--- config.mk ---
export PLATFORM = sky130hd
export DESIGN_NAME = alu_issue_queue
export DESIGN_NICKNAME = d
export VERILOG_FILES = /design/src/rtl/alu_issue_queue.sv
export SDC_FILE = /design/constraint.sdc
export NUM_CORES = 1
export LEC_CHECK = 0
export BUFFER_PORTS_ARGS = -buffer_cell sky130_fd_sc_hd__buf_2
export CAP_MARGIN = 20
export CORE_UTILIZATION = 35
export CTS_BUF_LIST = sky130_fd_sc_hd__clkbuf_8 sky130_fd_sc_hd__clkbuf_16
export CTS_CLUSTER_SIZE = 30
export DETAILED_ROUTE_END_ITERATION = 8
export PLACE_DENSITY = 0.59
export SETUP_SLACK_MARGIN = 0.4
export SLEW_MARGIN = 30
export SYNTH_ARGS = -nofsm -noshare
export SYNTH_HDL_FRONTEND = slang
export SYNTH_SLANG_ARGS = --single-unit
export TNS_END_PERCENT = 10
--- constraint.sdc ---
create_clock -name clk -period 3.25 [get_ports clk]
set_input_delay 0.65 -clock clk [delete_from_list [all_inputs] [get_ports clk]]
set_output_delay 0.65 -clock clk [all_outputs]
set_load 0.02 [all_outputs]
--- src/rtl/alu_issue_queue.sv ---
// alu_issue_queue: FIFO of ALU requests issuing one per cycle, with result handshake and carry chaining
module alu_issue_queue #(
    parameter int WIDTH = 32,
    parameter int DEPTH = 4
) (
    input  logic             clk,
    input  logic             rst,
    input  logic             in_valid,
    output logic             in_ready,
    input  logic [WIDTH-1:0] in_a,
    input  logic [WIDTH-1:0] in_b,
    input  logic [2:0]       in_op,
    input  logic             in_cin,
    input  logic             in_chain,
    output logic [WIDTH-1:0] alu_a,
    output logic [WIDTH-1:0] alu_b,
    output logic [2:0]       alu_op,
    output logic             alu_cin,
    output logic             alu_enbl,
    input  logic             alu_cout,
    output logic             res_valid,
    input  logic             res_ready,
    output logic             res_cout
);
    localparam int AW = $clog2(DEPTH);
    localparam int EW = 2 * WIDTH + 5;
    localparam logic [AW:0] FULL = (AW + 1)'(DEPTH);
    logic [EW-1:0] mem [DEPTH];
    logic [EW-1:0] head;
    logic [AW-1:0] rd_ptr, wr_ptr;
    logic [AW:0]   count;
    logic          carry_q, empty, push, issue, head_cin, head_chain;
    assign empty    = count == '0;
    assign in_ready = count != FULL;
    assign push     = in_valid && in_ready;
    assign issue    = !empty && (!res_valid || res_ready);
    assign alu_enbl = issue;
    assign head     = empty ? '0 : mem[rd_ptr];
    assign {alu_a, alu_b, alu_op, head_cin, head_chain} = head;
    // an empty head reads as all-zero, so alu_cin is 0 then as well
    assign alu_cin  = head_chain ? carry_q : head_cin;
    always_ff @(posedge clk) begin
        if (push) mem[wr_ptr] <= {in_a, in_b, in_op, in_cin, in_chain};
    end
    always_ff @(posedge clk) begin
        if (rst) begin
            rd_ptr    <= '0;
            wr_ptr    <= '0;
            count     <= '0;
            carry_q   <= 1'b0;
            res_cout  <= 1'b0;
            res_valid <= 1'b0;
        end else begin
            if (push) wr_ptr <= wr_ptr + 1'b1;
            if (issue) begin
                rd_ptr   <= rd_ptr + 1'b1;
                carry_q  <= alu_cout;
                res_cout <= alu_cout;
            end
            count     <= count + (AW + 1)'(push) - (AW + 1)'(issue);
            res_valid <= issue || (res_valid && !res_ready);
        end
    end
endmodule

---- Word level (Yosys, flattened, before mapping) ----
Memories as Yosys holds them, arrays and structs flattened. A register that Yosys moved wholly into a read port is not among the register bits.
Cells that the tools add are included.
word-level totals
  register bits ........................... 9
  latch bits .............................. 0
  bits in writable memories ............... 276
  bits in read-only memories .............. 0
  bits of input ports ..................... 74
  output and inout bits ................... 72
  logic and storage cells ................. 26
  memories ................................ 1
memory list
  name  depth  bits a word  read ports  clocked after memory_dff  wr ports  line  source
  mem   4      69           1           1                         1         28    logic [EW-1:0] mem [DEPTH];
cells by class
  add/subtract/negate cells ............... 4
  multiply operators ...................... 0
  divide/modulo/power cells ............... 0
  magnitude comparators ................... 0
  equality and inequality tests ........... 1
  shift operators ......................... 0
  muxes and demuxes ....................... 6
  bitwise logic cells ..................... 0
  reductions and logical operators ........ 9
operator list
  cell                 count
  $mux 69              1
  $add 2x1->2 const B  2
  $mux 2               2
  $add 3x1->3          1
  $logic_and 1x1->1    3
  $logic_not 1->1      3
  $logic_not 3->1      1
  $mux 1               3
  $ne 3x3->1 const B   1
  $sub 3x1->3          1
  $logic_or 1x1->1     2

---- Depth between registers and ports, before layout ----
Gate-level depths: netlist of run 1.
  depth in word-level cells ............... 5
  mapped depth ............................ 12
  depth with buffers taken out ............ 10

---- Least setup slack after synthesis of run 1 ----
Ideal clock, no wire load.
  kind .................................... input port to flip-flop
  from .................................... input port in_valid
  to ...................................... memory mem[0][0] (netlist name), enable pin
  library setup time ...................... 435 ps
  arrival ................................. 2,566 ps
  data required time ...................... 2,815 ps
  setup slack ............................. 249 ps
  stages .................................. 2
  buffers on the path ..................... 1
  cell sequence ........................... buf_1 -> and3_1
on the way
  longest elaborated chain between the ends .. 3
ends and longest elaborated chain
  element                       line  source
  start: declaration            8     input logic in_valid,
  $logic_and 1x1->1             35    assign push = in_valid && in_ready;
  $mux 1                        43    if (push) mem[wr_ptr] <= {in_a, in_b, in_op, in_cin, in_chain};
  $mux 1 (implied by the code)  43
  end: declaration              28
No other way between the ends.

==> results of run 1 <==
==> per-layer routing <==
layer  part of all wire (%)  vias to the layer above  GRT usage (%)
li1                       -                     2381              -
met5                  0.055                        -              0
met3                    5.5                       39           2.88
met4                    2.3                        2           3.50
met1                     41                     2694           16.9
met2                     51                      135           24.2
==> flip-flops by register name (all words and copies together), names as in the netlist, named ones only <==
name / flops
carry_q: 1
rd_ptr: 2
res_valid: 1
count: 3
mem: 276
wr_ptr: 2
==> worst max path at each step <==
| stage | end | start | cells past startpoint | slack, ps |
|---|---|---|---|---|
| after floorplan | mem[1][0] | in_valid | 2 | 250 |
| after global placement | count[2] | res_ready | 11 | 640 |
| after detailed placement | count[2] | res_ready | 11 | 670 |
| after CTS | alu_b[17] | register | 4 | 400 |
| after global routing | alu_b[17] | register | 5 | 400 |
| final | alu_a[28] | register | 5 | 490 |
==> cell families after synthesis <==
kind of cell,after synthesis,synth area share (%)
flip-flops,287,77.3
AND/OR/NAND/NOR,89,5.05
multiplexers,72,14.2
buffers and inverters,32,1.77
AO/OA/AOI/OAI,14,0.762
adder cells (fa/ha/maj),7,0.864
XOR/XNOR,1,0.0796
==> power by group through the flow <==
stage / combinational, W / clock (W) / sequential [W]
3_5_place_dp: 0.00365 / 0 / 0.00479
4_1_cts: 0.00382 / 0.00351 / 0.00465
6_report: 0.00384 / 0.00343 / 0.00461
3_3_place_gp: 0.00363 / 0 / 0.00476
2_1_floorplan: 0.00262 / 0 / 0.00462
5_1_grt: 0.00418 / 0.00364 / 0.00465
==> cell usage after synthesis (2+ instances only) <==
library cell and number:
a21o_1 2, a21oi_1 7, and2_1 2, and2b_1 3, and3_1 4, buf_2 9, buf_6 8, clkbuf_1 8
dfxtp_1 11, edfxtp_1 276, ha_1 6, inv_1 5, mux2i_1 5, mux4_2 67, nand3_1 2, nor2_1 3
nor2b_1 67, o21ai_0 2
==> cell type report <==
| class | count | area, sq um | area share, % |
|---|---|---|---|
| diodes | 1 | 2.50 | 0.0186 |
| clock buffers | 31 | 776 | 5.77 |
| clock inverters | 25 | 239 | 1.78 |
| inverters | 5 | 18.8 | 0.140 |
| multi-input cells | 183 | 2330 | 17.3 |
| flip-flops and latches | 287 | 8520 | 63.4 |
| well taps | 396 | 495 | 3.69 |
| repair buffers | 166 | 1060 | 7.89 |
==> what timing repair did <==
item | in CTS | in global routing
setup endpoints to repair | 62 | 35
resized for setup | 1 | 0
setup buffers | 4 | 4
hold endpoints to repair | 0 | 0
gates cloned | 0 | 2
==> critical path: stages (launching register included) <==
cell,delay [ps]
dfxtp_4,370
buf_4,170
buf_12,150
mux4_2,500
nor2b_1,170
buf_2,190
==> stage by stage <==
stage | total power (W) | setup WS (ps) | std cells | utilization [%]
after floorplan | 0.00724 | 249 | 502 | -
after global placement | 0.00839 | 635 | 1027 | 39.9
after detailed placement | 0.00844 | 666 | 1027 | 39.9
after CTS | 0.0120 | 402 | 1087 | 43.4
after global routing | 0.0125 | 397 | 1093 | 43.7
final | 0.0119 | 490 | 1094 | 43.7
==> impl_metrics.ini, run 1 <==
[status]
status = finished, violations left
violations = design-rule violations

[cells_and_area]
num-fill-cells = 2663
layout-drive-gt1-share_pct = 41.0
syn2layout_area_growth_pct = 22.1
final_cell_mix = 276 x edfxtp_1, 145 x buf_2, 67 x nor2b_1, 67 x mux4_2, 33 x clkbuf_16
nNetsFinal = 754
final_common_cell = edfxtp_1
fin_area_sq_mm = 0.0134

[power_and_ir_drop]
power.density_mw_per_mm2 = 885
netSwitchingFraction_pct = 30.9
ir_worst_vdd_uv = 505
cellInternalPower_w = 0.00821
pwr-share-seq_pct = 38.8
p_switching_w = 0.00368
leakagePower_nw = 4.60
combinationalPowerShare_pct = 32.3
clkPwrFrac_pct = 28.9

[global_routing]
grt_pass1_wl_microns = 32900
track_usage_pct = 13.7
antenna_found_initial = 2
gr-total-overflow = 0
grt_max_degree = 52
grt_pass1_vias = 5709

[placement]
place_area_sq_mm = 0.0123
place_congestion = 0.717
hpwlAfterDp_microns = 12800
portBuffers = 145

[synth]
synth_seq_area_share_pct = 77.3
syn_area_per_cell_sq_um = 21.9
ys_types = 33
yosys.area.top_type_share_pct = 75.3
yosys.area.top_type = edfxtp_1
synth_flop_cell = edfxtp_1
syn_inst = 502
syn-num-nets = 583
synth.ff_latch_count = 287
ys_top_cells_by_area = edfxtp_1 75%, mux4_2 14%, nor2b_1 3.8%, dfxtp_1 2.0%, buf_6 0.82%
syn-cell-area_sq_mm = 0.0110
synth_edf_count = 276
yosysWarnings = 0
synthArstFlopShare_pct = 0

[critical_path]
crit_path_end_kind = output pin
required_ps = 2600
ff2ff_path_depth = 10
rrSetupSlack_ps = 820
timing.rr.end = count[2]
crit_type = register to output pin
crit_arrival_ps = 2110
worstPathMaxFanout = 8
reg2reg_from = count[2]
startpoint_type = register

[timing]
hold_viol_final = 0
maxSlewViolCount = 0
slew_headroom_pct = 68.5
clock_skew_ps = 11.3
grt_setup_unrepaired = no
setup_viol = 0
holdWs_ps = 318
period_share_pct = 84.9
fmax_mhz = 362
tightest_slew_ps = 472
period_minus_slack_ps = 2760
setup-tns-final_ps = 0

[die]
die_height_microns = 179
initial_utilization_pct = 35.8
io-pin-count = 146
num_rows = 64
dieWidth_microns = 179
dieArea_sq_mm = 0.0322
core_sq_mm = 0.0307

[clock_network]
insertion_delay_ps = 540
ctsHoldBuffers = 0
clk_path_buf_depth = 3
root_buffer = clkbuf_16
htreeDepth = 1
path_clk_slew_ps = 60
cts_tree = built
cts_sinks = 287
numCtsBuffers = 30

[flow_run]
maxCapViolCount = 0

[route]
vias = 5251
dr.pass1.iters = 6
drtAntennaViolNets = 0
finalWirelength_microns = 21900
drc_errors = 24
wire_per_inst_microns = 20.0
drt-initial-drc-count = 283
viasPerCell = 4.80

[min_path]
holdPathEnd = mem[3][42]
min-delay-start = in_a[5]
holdPathStages = 1
hold_path.class = primary input to register
Power figures use the tool's default switching activity.
==> run 2: changes to the inputs <==
- clock period: 3.25 -> 2.8 ns (I/O delays scaled with it)
==> impl_metrics.ini, run 2 (synthesized netlist as in run 1, its figures left out) <==
[route]
vias = 5372
wire_per_inst_microns = 21.0
viasPerCell = 4.85
drtAntennaViolNets = 0
drc_errors = 24
finalWirelength_microns = 23300
drt-initial-drc-count = 323
dr.pass1.iters = 6

[critical_path]
reg2reg_from = count[1]
timing.rr.end = count[2]
crit_path_end_kind = output pin
crit_type = register to output pin
required_ps = 2240
crit_arrival_ps = 2080
worstPathMaxFanout = 7
rrSetupSlack_ps = 400
ff2ff_path_depth = 10
startpoint_type = register

[timing]
clock_skew_ps = 14.7
grt_setup_unrepaired = yes
period_share_pct = 94.3
setup_viol = 0
setup-tns-final_ps = 0
fmax_mhz = 379
slew_headroom_pct = 68.5
layout_setup_ws_ps = 161
hold_viol_final = 0
tightest_slew_ps = 472
period_minus_slack_ps = 2640
maxSlewViolCount = 0

[die]
dieWidth_microns = 179
num_rows = 64
die_height_microns = 179
initial_utilization_pct = 35.8
dieArea_sq_mm = 0.0322
core_sq_mm = 0.0307
io-pin-count = 146

[cells_and_area]
num-fill-cells = 2663
final_cell_mix = 276 x edfxtp_1, 120 x buf_2, 67 x mux4_2
layout-drive-gt1-share_pct = 45.1
final_cell_count_no_fill = 1108
final_common_cell = edfxtp_1
multi_input_area_sq_mm = 0.00243
regArea_sq_mm = 0.00852
finish.utilization_pct = 45.3
syn2layout_area_growth_pct = 26.5
largest_register_ffs = 276
largestRegisters = mem x276, count x3
top_register = mem
nNetsFinal = 769

[clock_network]
ctsHoldBuffers = 0
clk_path_buf_depth = 3
numCtsBuffers = 31
path_clk_slew_ps = 60
htreeDepth = 1
insertion_delay_ps = 550
cts_sinks = 287
cts_tree = built
root_buffer = clkbuf_16

[global_routing]
gr-total-overflow = 0
grt_pass1_vias = 5748
grt_max_degree = 76
antenna_found_initial = 2
track_usage_pct = 14.0
grt_pass1_wl_microns = 33300

[placement]
place_congestion = 0.713
dp_cells = 1035
hpwlAfterDp_microns = 13200
detailedPlace.worstSlack_ps = 209
portBuffers = 145

[min_path]
holdPathEnd = mem[3][56]
holdPathStages = 1
hold_path.class = primary input to register
min-delay-start = in_a[19]

[power_and_ir_drop]
ir_worst_vdd_uv = 540
power.density_mw_per_mm2 = 1050
total_power_w = 0.0146
leakagePower_nw = 4.82

[status]
violations = design-rule violations
status = finished, violations left

[flow_run]
maxCapViolCount = 0
-- run 2: worst max-delay path, stage by stage, from the launching register on --
cell and delay (ps):
dfxtp_4 390, buf_12 160, buf_16 150, mux4_2 500, nor2b_2 170, buf_6 150
-- run 2: cell type report --
| cell class | instances | share of cell area, % |
|---|---|---|
| clock inverters | 25 | 1.51 |
| multi-input cells | 183 | 17.5 |
| well taps | 396 | 3.56 |
| diodes | 1 | 0.0180 |
| flip-flops and latches | 287 | 61.2 |
| inverters | 5 | 0.135 |
| clock buffers | 31 | 5.57 |
| repair buffers | 180 | 10.5 |
-- run 2: worst max-delay path by stage --
stage	to	slack (ps)
after floorplan	mem[1][0]	-110
after global placement	count[2]	370
after detailed placement	count[2]	210
after CTS	alu_b[12]	100
after global routing	alu_a[14]	90
final	alu_b[16]	160
-- run 2: timing repair --
action                                  4_1_cts  5_1_grt
buffers inserted                              5        2
gates resized for setup                      12       76
pin swaps                                     0        0
cloned                                        3        6
endpoints found under the setup margin       68       69
-- run 2: where the power goes --
part	switching (W)	total (W)	internal, W
logic	0.00280	0.00541	0.00261
registers	0.000167	0.00535	0.00518
clock network	0.00161	0.00389	0.00229
total	0.00457	0.0146	0.0101
-- run 2: per-layer routing --
| layer | GRT usage, % | part of all wire [%] |
|---|---|---|
| met1 | 17.2 | 41 |
| met2 | 25.0 | 52 |
| met3 | 3.05 | 5.1 |
| met4 | 3.40 | 2.3 |
| met5 | 0 | 0.034 |
-- run 2: per-stage QoR --
step	hold WS, ps	area (sq um)
6_report	220	13900
5_1_grt	199	13900
4_1_cts	195	13500
3_5_place_dp	499	12400
3_3_place_gp	482	12400
2_1_floorplan	453	11000
==> run 3: changes to the inputs <==
- CORE_ASPECT_RATIO: not set -> 1.25
- CTS_CLUSTER_SIZE: 30 -> 20
- clock period: 2.8 -> 2.81 ns (I/O delays scaled with it)
==> impl_metrics.ini, run 3 (synthesized netlist as in run 1, its figures left out) <==
[clock_network]
path_clk_slew_ps = 60
cts_sinks = 287
cts_tree = built
insertion_delay_ps = 540
clk_path_buf_depth = 3
numCtsBuffers = 29
root_buffer = clkbuf_16
htreeDepth = 1

[die]
num_rows = 72
die_height_microns = 200
core_sq_mm = 0.0309
dieArea_sq_mm = 0.0322
initial_utilization_pct = 35.6
io-pin-count = 146
dieWidth_microns = 161

[cells_and_area]
regArea_sq_mm = 0.00852
largestRegisters = mem x276, count x3
num-fill-cells = 2655
finish.utilization_pct = 44.5
top_register = mem
final_cell_count_no_fill = 1115
final_cell_mix = 276 x edfxtp_1, 127 x buf_2, 67 x mux4_2
multi_input_area_sq_mm = 0.00243
diodes = 0
final_common_cell = edfxtp_1
largest_register_ffs = 276
layout-drive-gt1-share_pct = 43.5
syn2layout_area_growth_pct = 25.1
nNetsFinal = 767

[flow_run]
maxCapViolCount = 0

[global_routing]
antenna_found_initial = 0
gr-total-overflow = 0
track_usage_pct = 14.5
grt_pass1_vias = 5970
grt_pass1_wl_microns = 35000
grt_max_degree = 76

[power_and_ir_drop]
ir_worst_vdd_uv = 1050
leakagePower_nw = 4.77
power.density_mw_per_mm2 = 1020
total_power_w = 0.0141

[timing]
maxSlewViolCount = 0
clock_skew_ps = 8.72
tightest_slew_ps = 589
setup-tns-final_ps = 0
period_share_pct = 94.3
slew_headroom_pct = 60.7
hold_viol_final = 0
period_minus_slack_ps = 2650
fmax_mhz = 377
holdWs_ps = 233
setup_viol = 0
grt_setup_unrepaired = yes

[placement]
portBuffers = 145
place_congestion = 0.781
dp_cells = 1041
hpwlAfterDp_microns = 13000

[critical_path]
worstPathMaxFanout = 7
critPathBufInv = 3
crit_arrival_ps = 2090
crit_path_end_kind = output pin
crit_chain = buf_12 -> buf_16 -> mux4_2 -> nor2b_1 -> buf_4
slowest_stage = mux4_2
startpoint_type = register
critical_path.max_stage_delay_ps = 500
crit_family = buffers and inverters
crit_type = register to output pin
required_ps = 2250
reg2reg_from = count[2]

[route]
drtAntennaViolNets = 0
drt-initial-drc-count = 262
finalWirelength_microns = 23400
wire_per_inst_microns = 21.0
vias = 5378
dr.pass1.iters = 7
viasPerCell = 4.82
drc_errors = 0

[min_path]
hold_path.class = primary input to register
min-delay-start = in_a[20]

[status]
status = finished clean
-- run 3: changes by cell type in the layout (fill, tap and decap cells not counted), moves of 3 or more --
cell	before	now
inv_1	8	13
buf_4	18	14
clkinv_2	9	5
buf_2	120	127
nor2b_2	6	2
nor2b_1	49	52
clkbuf_16	37	32
-- run 3: through the flow --
step	cell area [sq um]	worst slack, ps
finish	13800	159
global route	13800	87.0
CTS	13500	93.1
detailed placement	12400	238
global placement	12400	360
floorplan	11000	-103
-- run 3: report_power, final --
group / total (W) / leakage [nW] / switching (W) / internal (W)
sequential: 0.00533 / 2.62 / 0.000172 / 0.00516
combinational: 0.00524 / 1.70 / 0.00276 / 0.00248
clock: 0.00351 / 0.456 / 0.00155 / 0.00196
total: 0.0141 / 4.77 / 0.00448 / 0.00961
-- run 3: repair_timing --
action,in CTS,in global routing
buffers inserted,7,7
setup endpoints to repair,69,69
pin swaps,0,0
cloned,4,3
hold buffers,0,0
gates resized for setup,15,58
-- run 3: path summary, 6_finish.rpt --
kind	cells after the start	end	slack (ps)
max	5	alu_a[12]	160
min reg2reg	2	res_valid	520
max reg2reg	10	count[2]	250
min	1	mem[2][57]	230
-- run 3: layout make-up --
type / count / area share [%]
clock buffers: 29 / 5.27
clock inverters: 24 / 1.03
inverters: 5 / 0.136
multi-input cells: 183 / 17.7
flip-flops and latches: 287 / 61.9
well taps: 407 / 3.70
repair buffers: 180 / 10.3
-- run 3: per-layer routing --
layer  global-route usage [%]  share of wire [%]  up-vias
li1                         -                  -     2402
met1                     18.3                 41     2799
met2                     25.0                 51      153
met3                     3.21                5.7       24
met4                     4.18                1.6        0
met5                        0                  0        -
